<file path="config.mk">
export PLATFORM = sky130hd
export DESIGN_NAME = pipeline_hazard_ctrl_flat
export DESIGN_NICKNAME = d
export VERILOG_FILES = /design/src/rtl/pipeline_hazard_ctrl_if.sv /design/src/rtl/pipeline_hazard_ctrl.sv /design/src/flat_wrapper.sv
export SDC_FILE = /design/constraint.sdc
export NUM_CORES = 1
export LEC_CHECK = 0
export BUFFER_PORTS_ARGS = -buffer_cell sky130_fd_sc_hd__buf_4
export CAP_MARGIN = 0
export CORE_ASPECT_RATIO = 1.5
export CORE_MARGIN = 4
export CORE_UTILIZATION = 45
export CTS_BUF_LIST = sky130_fd_sc_hd__clkbuf_2
export DETAILED_ROUTE_END_ITERATION = 8
export PLACE_DENSITY = 0.74
export SLEW_MARGIN = 25
export SYNTH_ARGS = -nofsm -noshare
export SYNTH_HDL_FRONTEND = slang
export SYNTH_SLANG_ARGS = --single-unit
</file>
<file path="constraint.sdc">
create_clock -name clk -period 2.6 [get_ports clk]
set_clock_uncertainty 0.2 [all_clocks]
set_input_delay 0.39 -clock clk [delete_from_list [all_inputs] [get_ports clk]]
set_output_delay 0.39 -clock clk [all_outputs]
set_load 0.01 [all_outputs]
</file>
<file path="src/rtl/pipeline_hazard_ctrl_if.sv">
// ---------------------------------------------------------------------------
// pipeline_hazard_ctrl_if
// Bundle between the 5-stage pipeline datapath and its stall/flush controller.
//
// Signals (direction seen from the controller):
//   id_rs, id_rt       in   rs/rt fields of the instruction in ID
//   ex_mem_read        in   load in EX (ID/EX M-group MemRead)
//   ex_rt              in   destination rt of the load in EX
//   mem_read/mem_write in   EX/MEM M-group access bits
//   branch_taken       in   branch/jump resolved taken
//   mem_ack            in   data memory completes the current access
//   pc_en ... mem_req  out  pipeline register enables/flushes, memory request
//   ctrl_err           out  sticky handshake-timeout error
//   state              out  controller state, for debug
//   stall_cycles,
//   flush_events       out  performance counters (only with PIPE_CTRL_PERF_EN)
//
// Modports: master = pipeline/datapath side, slave = controller side.
// ---------------------------------------------------------------------------
interface pipeline_hazard_ctrl_if;
    logic [4:0] id_rs;
    logic [4:0] id_rt;
    logic       ex_mem_read;
    logic [4:0] ex_rt;
    logic       mem_read;
    logic       mem_write;
    logic       branch_taken;
    logic       mem_ack;
    logic       pc_en;
    logic       if_id_en;
    logic       if_id_flush;
    logic       id_ex_en;
    logic       id_ex_flush;
    logic       ex_mem_en;
    logic       mem_wb_flush;
    logic       mem_req;
    logic       ctrl_err;
    logic [1:0] state;
`ifdef PIPE_CTRL_PERF_EN
    logic [31:0] stall_cycles;
    logic [15:0] flush_events;
`endif

    modport master (
        output id_rs, id_rt, ex_mem_read, ex_rt, mem_read, mem_write,
               branch_taken, mem_ack,
        input  pc_en, if_id_en, if_id_flush, id_ex_en, id_ex_flush,
               ex_mem_en, mem_wb_flush, mem_req, ctrl_err, state
`ifdef PIPE_CTRL_PERF_EN
       ,input  stall_cycles, flush_events
`endif
    );

    modport slave (
        input  id_rs, id_rt, ex_mem_read, ex_rt, mem_read, mem_write,
               branch_taken, mem_ack,
        output pc_en, if_id_en, if_id_flush, id_ex_en, id_ex_flush,
               ex_mem_en, mem_wb_flush, mem_req, ctrl_err, state
`ifdef PIPE_CTRL_PERF_EN
       ,output stall_cycles, flush_events
`endif
    );
endinterface

</file>
<file path="src/rtl/pipeline_hazard_ctrl.sv">
// ---------------------------------------------------------------------------
// pipeline_hazard_ctrl
// Central stall/flush controller for the 5-stage pipeline. Resolves load-use,
// taken branch/jump and multi-cycle data-memory accesses (req/ack handshake)
// and watches the handshake with a timeout that parks the controller in ERR.
//
// Ports:
//   clk    in  system clock, rising edge
//   reset  in  synchronous, active-high
//   hz     pipeline_hazard_ctrl_if.slave (hazard inputs, enables/flushes,
//          mem_req, ctrl_err, state)
//
// Parameters:
//   MEM_TIMEOUT  wait cycles tolerated without mem_ack (1..255)
//   TO_CNT_W     width of the timeout counter
//
// Optional: define PIPE_CTRL_PERF_EN to add the stall_cycles / flush_events
// saturating performance counters.
//
// state    | meaning
// ---------+-------------------------------------------------------------
// RUN      | normal issue; load-use and branch handling
// MEM_WAIT | data access outstanding, pipeline frozen, timeout counting
// ERR      | handshake timed out; pipeline held flushed until reset
// ---------------------------------------------------------------------------
module pipeline_hazard_ctrl #(
    parameter int MEM_TIMEOUT = 15,
    parameter int TO_CNT_W    = 8
) (
    input  logic                  clk,
    input  logic                  reset,
    pipeline_hazard_ctrl_if.slave hz
);

    typedef enum logic [1:0] {
        RUN      = 2'd0,
        MEM_WAIT = 2'd1,
        ERR      = 2'd2
    } state_t;

    state_t              state_q, state_next;
    logic [TO_CNT_W-1:0] cnt_q, cnt_next;
    logic [TO_CNT_W:0]   cnt_inc;
    logic                err_q, err_next;
    logic                memop, luse, advance, br_flush;

    assign memop   = hz.mem_read | hz.mem_write;
    assign luse    = hz.ex_mem_read && (hz.ex_rt != 5'd0) &&
                     ((hz.ex_rt == hz.id_rs) || (hz.ex_rt == hz.id_rt));
    assign cnt_inc = {1'b0, cnt_q} + {{TO_CNT_W{1'b0}}, 1'b1};

    always_ff @(posedge clk) begin
        if (reset) begin
            state_q <= RUN;
            cnt_q   <= '0;
            err_q   <= 1'b0;
        end else begin
            state_q <= state_next;
            cnt_q   <= cnt_next;
            err_q   <= err_next;
        end
    end

    always_comb begin
        state_next      = state_q;
        cnt_next        = cnt_q;
        err_next        = err_q;
        advance         = 1'b0;
        br_flush        = 1'b0;
        hz.pc_en        = 1'b0;
        hz.if_id_en     = 1'b0;
        hz.if_id_flush  = 1'b0;
        hz.id_ex_en     = 1'b0;
        hz.id_ex_flush  = 1'b0;
        hz.ex_mem_en    = 1'b0;
        hz.mem_wb_flush = 1'b0;
        hz.mem_req      = 1'b0;

        case (state_q)
            RUN: begin
                if (memop && !hz.mem_ack) begin
                    hz.mem_req      = 1'b1;
                    hz.mem_wb_flush = 1'b1;
                    state_next      = MEM_WAIT;
                    cnt_next        = TO_CNT_W'(1);
                end else begin
                    hz.mem_req = memop;
                    advance    = 1'b1;
                end
            end
            MEM_WAIT: begin
                hz.mem_req = 1'b1;
                // The ack is checked first so it beats a timeout in the same cycle.
                if (hz.mem_ack) begin
                    advance    = 1'b1;
                    state_next = RUN;
                    cnt_next   = '0;
                end else begin
                    hz.mem_wb_flush = 1'b1;
                    cnt_next        = cnt_inc[TO_CNT_W-1:0];
                    if (cnt_inc >= (TO_CNT_W+1)'(MEM_TIMEOUT)) begin
                        state_next = ERR;
                        err_next   = 1'b1;
                    end
                end
            end
            ERR: begin
                hz.if_id_flush  = 1'b1;
                hz.id_ex_flush  = 1'b1;
                hz.mem_wb_flush = 1'b1;
                err_next        = 1'b1;
            end
            default: begin
                hz.if_id_flush  = 1'b1;
                hz.id_ex_flush  = 1'b1;
                hz.mem_wb_flush = 1'b1;
                state_next      = RUN;
                cnt_next        = '0;
            end
        endcase

        // Issue rules shared by RUN and the ack cycle of MEM_WAIT. A taken
        // branch kills the ID instruction, so a concurrent load-use is moot.
        if (advance) begin
            hz.ex_mem_en = 1'b1;
            if (hz.branch_taken) begin
                hz.pc_en       = 1'b1;
                hz.if_id_en    = 1'b1;
                hz.id_ex_en    = 1'b1;
                hz.if_id_flush = 1'b1;
                hz.id_ex_flush = 1'b1;
                br_flush       = 1'b1;
            end else if (luse) begin
                hz.id_ex_en    = 1'b1;
                hz.id_ex_flush = 1'b1;
            end else begin
                hz.pc_en    = 1'b1;
                hz.if_id_en = 1'b1;
                hz.id_ex_en = 1'b1;
            end
        end

        // Reset abandons any outstanding request in the same cycle.
        if (reset) begin
            state_next      = RUN;
            cnt_next        = '0;
            err_next        = 1'b0;
            br_flush        = 1'b0;
            hz.pc_en        = 1'b0;
            hz.if_id_en     = 1'b0;
            hz.id_ex_en     = 1'b0;
            hz.ex_mem_en    = 1'b0;
            hz.if_id_flush  = 1'b1;
            hz.id_ex_flush  = 1'b1;
            hz.mem_wb_flush = 1'b1;
            hz.mem_req      = 1'b0;
        end
    end

    assign hz.ctrl_err = err_q;
    assign hz.state    = state_q;

`ifdef PIPE_CTRL_PERF_EN
    logic [31:0] stall_q;
    logic [15:0] flush_q;

    always_ff @(posedge clk) begin
        if (reset) begin
            stall_q <= '0;
            flush_q <= '0;
        end else begin
            if (!hz.pc_en && (state_q != ERR) && (stall_q != '1))
                stall_q <= stall_q + 32'd1;
            if (br_flush && (flush_q != '1))
                flush_q <= flush_q + 16'd1;
        end
    end

    assign hz.stall_cycles = stall_q;
    assign hz.flush_events = flush_q;
`endif

endmodule

</file>
<file path="src/flat_wrapper.sv">
// flat-port wrapper written by rule: the top's interface ports become plain ports
module pipeline_hazard_ctrl_flat 
#(
    parameter int MEM_TIMEOUT = 15,
    parameter int TO_CNT_W    = 8
)
  (clk, reset, hz_id_rs, hz_id_rt, hz_ex_mem_read, hz_ex_rt, hz_mem_read, hz_mem_write, hz_branch_taken, hz_mem_ack, hz_pc_en, hz_if_id_en, hz_if_id_flush, hz_id_ex_en, hz_id_ex_flush, hz_ex_mem_en, hz_mem_wb_flush, hz_mem_req, hz_ctrl_err, hz_state);
  pipeline_hazard_ctrl_if hz_i ();
  input  logic clk;
  input  logic reset;
  input wire logic [$bits(hz_i.id_rs)-1:0] hz_id_rs;
  input wire logic [$bits(hz_i.id_rt)-1:0] hz_id_rt;
  input wire logic [$bits(hz_i.ex_mem_read)-1:0] hz_ex_mem_read;
  input wire logic [$bits(hz_i.ex_rt)-1:0] hz_ex_rt;
  input wire logic [$bits(hz_i.mem_read)-1:0] hz_mem_read;
  input wire logic [$bits(hz_i.mem_write)-1:0] hz_mem_write;
  input wire logic [$bits(hz_i.branch_taken)-1:0] hz_branch_taken;
  input wire logic [$bits(hz_i.mem_ack)-1:0] hz_mem_ack;
  output wire logic [$bits(hz_i.pc_en)-1:0] hz_pc_en;
  output wire logic [$bits(hz_i.if_id_en)-1:0] hz_if_id_en;
  output wire logic [$bits(hz_i.if_id_flush)-1:0] hz_if_id_flush;
  output wire logic [$bits(hz_i.id_ex_en)-1:0] hz_id_ex_en;
  output wire logic [$bits(hz_i.id_ex_flush)-1:0] hz_id_ex_flush;
  output wire logic [$bits(hz_i.ex_mem_en)-1:0] hz_ex_mem_en;
  output wire logic [$bits(hz_i.mem_wb_flush)-1:0] hz_mem_wb_flush;
  output wire logic [$bits(hz_i.mem_req)-1:0] hz_mem_req;
  output wire logic [$bits(hz_i.ctrl_err)-1:0] hz_ctrl_err;
  output wire logic [$bits(hz_i.state)-1:0] hz_state;
  assign hz_i.id_rs = hz_id_rs;
  assign hz_i.id_rt = hz_id_rt;
  assign hz_i.ex_mem_read = hz_ex_mem_read;
  assign hz_i.ex_rt = hz_ex_rt;
  assign hz_i.mem_read = hz_mem_read;
  assign hz_i.mem_write = hz_mem_write;
  assign hz_i.branch_taken = hz_branch_taken;
  assign hz_i.mem_ack = hz_mem_ack;
  assign hz_pc_en = hz_i.pc_en;
  assign hz_if_id_en = hz_i.if_id_en;
  assign hz_if_id_flush = hz_i.if_id_flush;
  assign hz_id_ex_en = hz_i.id_ex_en;
  assign hz_id_ex_flush = hz_i.id_ex_flush;
  assign hz_ex_mem_en = hz_i.ex_mem_en;
  assign hz_mem_wb_flush = hz_i.mem_wb_flush;
  assign hz_mem_req = hz_i.mem_req;
  assign hz_ctrl_err = hz_i.ctrl_err;
  assign hz_state = hz_i.state;
  pipeline_hazard_ctrl #(.MEM_TIMEOUT(MEM_TIMEOUT), .TO_CNT_W(TO_CNT_W)) u_core (.clk(clk), .reset(reset), .hz(hz_i));
endmodule
</file>
==> results.txt <==
Status: complete, no violations
Yosys cell types: 38
Endpoints failing hold: 0
Number of routed nets with antenna violations: 0
Area of the core: 1854 um^2
Post-synth EDFFs: 0
FFs w/ async S/R, synth: 0%
Largest net degree at the start of global routing: 16
Starting Density: 47.37%
# port buffers: 32
Worst EP required: 2.01 ns
Die Y: 62.11 um
Synthesized area: 878.3 um^2
Initial antenna violation count: 0
Drt first-iter violations: 18
GPL Wtd Cong: 0.8271
Root Driver: clkbuf_2
Final Max Slew Viols: 0
Clk slew on worst S/H paths: 0.11 ns
Final period utilization: 88.64%
WL final: 2.241 mm
Min cycle time layout: 2.305 ns
Setup Fix Bufs, Post-CTS: 0
ANT cells: 0
Global route total overflow: 0
CP Cell Sequence: nor3_2 > nor2_1 > nor3_1 > o31a_1 > buf_4
Crit Path Category: reg -> out
Slew HR: 47.65%
Unrepaired setup endpoints after global routing: no
Via count of the first global-routing pass: 1,000
I/O Pins: 33
Die W: 44.07 um
Sequential fraction of the synthesis area: 25.07%
HP Class: in -> reg
Share of layout cells above drive strength 1: 28.17%
Setup TNS: 0 ns
Worst path max stage delay: 0.38 ns
Syn_area_per_cell: 7.773 um^2
HPWL after DPL: 1.775 mm
CTS tree: built
DRT Pass-1 Iters: 6
Final nets: 167
First-pass GRT wire length: 3.905 mm
Max_cap viols: 0
Leakage: 0.4757 nW
Yosys warning count: 0
Yosys top cell by area: dfxtp_1
DRC: 0
Die area: 2737 um^2
Vias: 950
Post-Syn Nets: 137
#FFs+latches synth: 11
CTS sink cnt: 11
Slowest cell on crit path: dfxtp_1
Worst-Margin Slew: 0.7835 ns
CP arrival: 1.71 ns
Post-Synthesis Cells: 113
Fmax: 0.4339 GHz
Clk_lat worst skew: 0.27 ns
Clock buffer depth: 2
CP Launch Type: flip-flop
Critical Path Sink Type: primary output
Final setup viols: 0
Synth area leaders: dfxtp_1, xor2_1, a21oi_1
Top-area cell type share of the netlist area: 25.07%
Inserted Clock Buffers: 3
Tot Pwr: 0.3917 mW
Site Rows: 19
Layout area overhead: 28.06%
Pwr Density: 348.3 nW/um^2
Dominant synthesized flop cell: dfxtp_1
Avg Vias per Cell: 5.828
Htree depth: 1
Gr usage total: 18.05%
Crit-path max FO: 6
Avg WL per Cell: 13.75 um
VDD IR max: 0.0001762 V
[final timing paths]
check	start	to	slack, ns	cells after the start
worst max-delay path	u_core.hz.state[0]	hz_if_id_en	0.30	5
worst min-delay path	reset	u_core.cnt_q[7]	0.20	2
worst max register to register	u_core.cnt_q[0]	u_core.hz.state[0]	0.48	5
worst min register to register	u_core.cnt_q[7]	u_core.cnt_q[7]	0.31	2
[synthesized netlist by cell type, types with 3 or more instances]
library cell  instances
a21oi_1              13
dfxtp_1              11
nor2_1               11
xor2_1               10
o21ai_0               7
nor3_1                6
a211oi_1              4
inv_1                 4
nand3_1               4
a211o_1               3
buf_2                 3
or3_1                 3
[registers in the layout (all words and copies together), names as in the netlist]
name and cells:
u_core.hz.ctrl_err 1, u_core.cnt_q 8, u_core.hz.state 2
[power by group]
group / internal (mW) / switching, mW / leakage [nW] / total, mW
clock network: 0.0408 / 0.0595 / 0.0166 / 0.100
registers: 0.172 / 0.00752 / 0.0891 / 0.180
logic: 0.0572 / 0.0545 / 0.370 / 0.112
total: 0.270 / 0.121 / 0.476 / 0.392
[routing by layer]
layer / vias up / GRT usage, % / part of all wire (%) / wire length (um)
met1: 437 / 19.18 / 39 / 864
met5: - / 0 / 0 / 0
met3: 5 / 1.156 / 5.7 / 128
met4: 0 / 10.19 / 2.5 / 57
met2: 33 / 32.85 / 53 / 1189
li1: 475 / - / - / -
[layout make-up]
type	count	area, um^2
Fill cell	184	729.5
Tap cell	21	26.28
Multi-Input combinational cell	91	603.1
Sequential cell	11	220.2
Timing Repair Buffer	32	240.2
Inverter	4	15.01
Clock buffer	4	20.02
[critical path, delay by kind of cell, from the launching register on]
| kind | cells | cell delay, ns |
|---|---|---|
| compound gates | 1 | 0.24 |
| buf+inv | 1 | 0.13 |
| flops | 1 | 0.38 |
| simple gates | 3 | 0.69 |
[cell usage in the layout, fill, tap and decap left out, types with 2 or more instances in the layout]
master	count
a211o_1	3
a211oi_1	4
a21oi_1	13
and2_1	2
and3_1	2
buf_4	32
clkbuf_2	4
dfxtp_1	11
ha_1	2
inv_1	4
nand3_1	4
nand4_1	2
nand4b_1	2
nor2_1	11
nor2b_1	2
nor3_1	5
o21ai_0	7
o31a_1	2
or3_1	3
xor2_1	10
[metrics by stage]
stage	area, um^2	hold WS, ns	setup slack (ns)	cells	utilization (%)
2_1_floorplan	878.3	0.2628	0.4040	113	-
3_3_place_gp	1100	0.2986	0.4467	159	59.31
3_5_place_dp	1100	0.2988	0.3502	159	59.31
4_1_cts	1120	0.1841	0.1641	163	60.39
5_1_grt	1125	0.1951	0.1163	163	60.66
6_report	1125	0.1954	0.2954	163	60.66
[timing repair]
| action | CTS | global route |
|---|---|---|
| resized for setup | 0 | 1 |
| hold buffers | 0 | 0 |
| setup endpoints to repair | 0 | 2 |
| hold endpoints to repair | 0 | 0 |
[kinds of logic (layout without fill, tap and decap cells)]
| family | after synthesis | count (layout) | share of synthesized area, % |
|---|---|---|---|
| AO/OA/AOI/OAI | 37 | 37 | 27.92 |
| buffers and inverters | 11 | 40 | 6.836 |
| flip-flops | 11 | 11 | 25.07 |
| XOR/XNOR | 10 | 10 | 9.971 |
| adder cells (fa/ha/maj) | 2 | 2 | 2.849 |
| AND/OR/NAND/NOR | 42 | 42 | 27.35 |
Note: power is estimated with default switching activity, not from simulation.
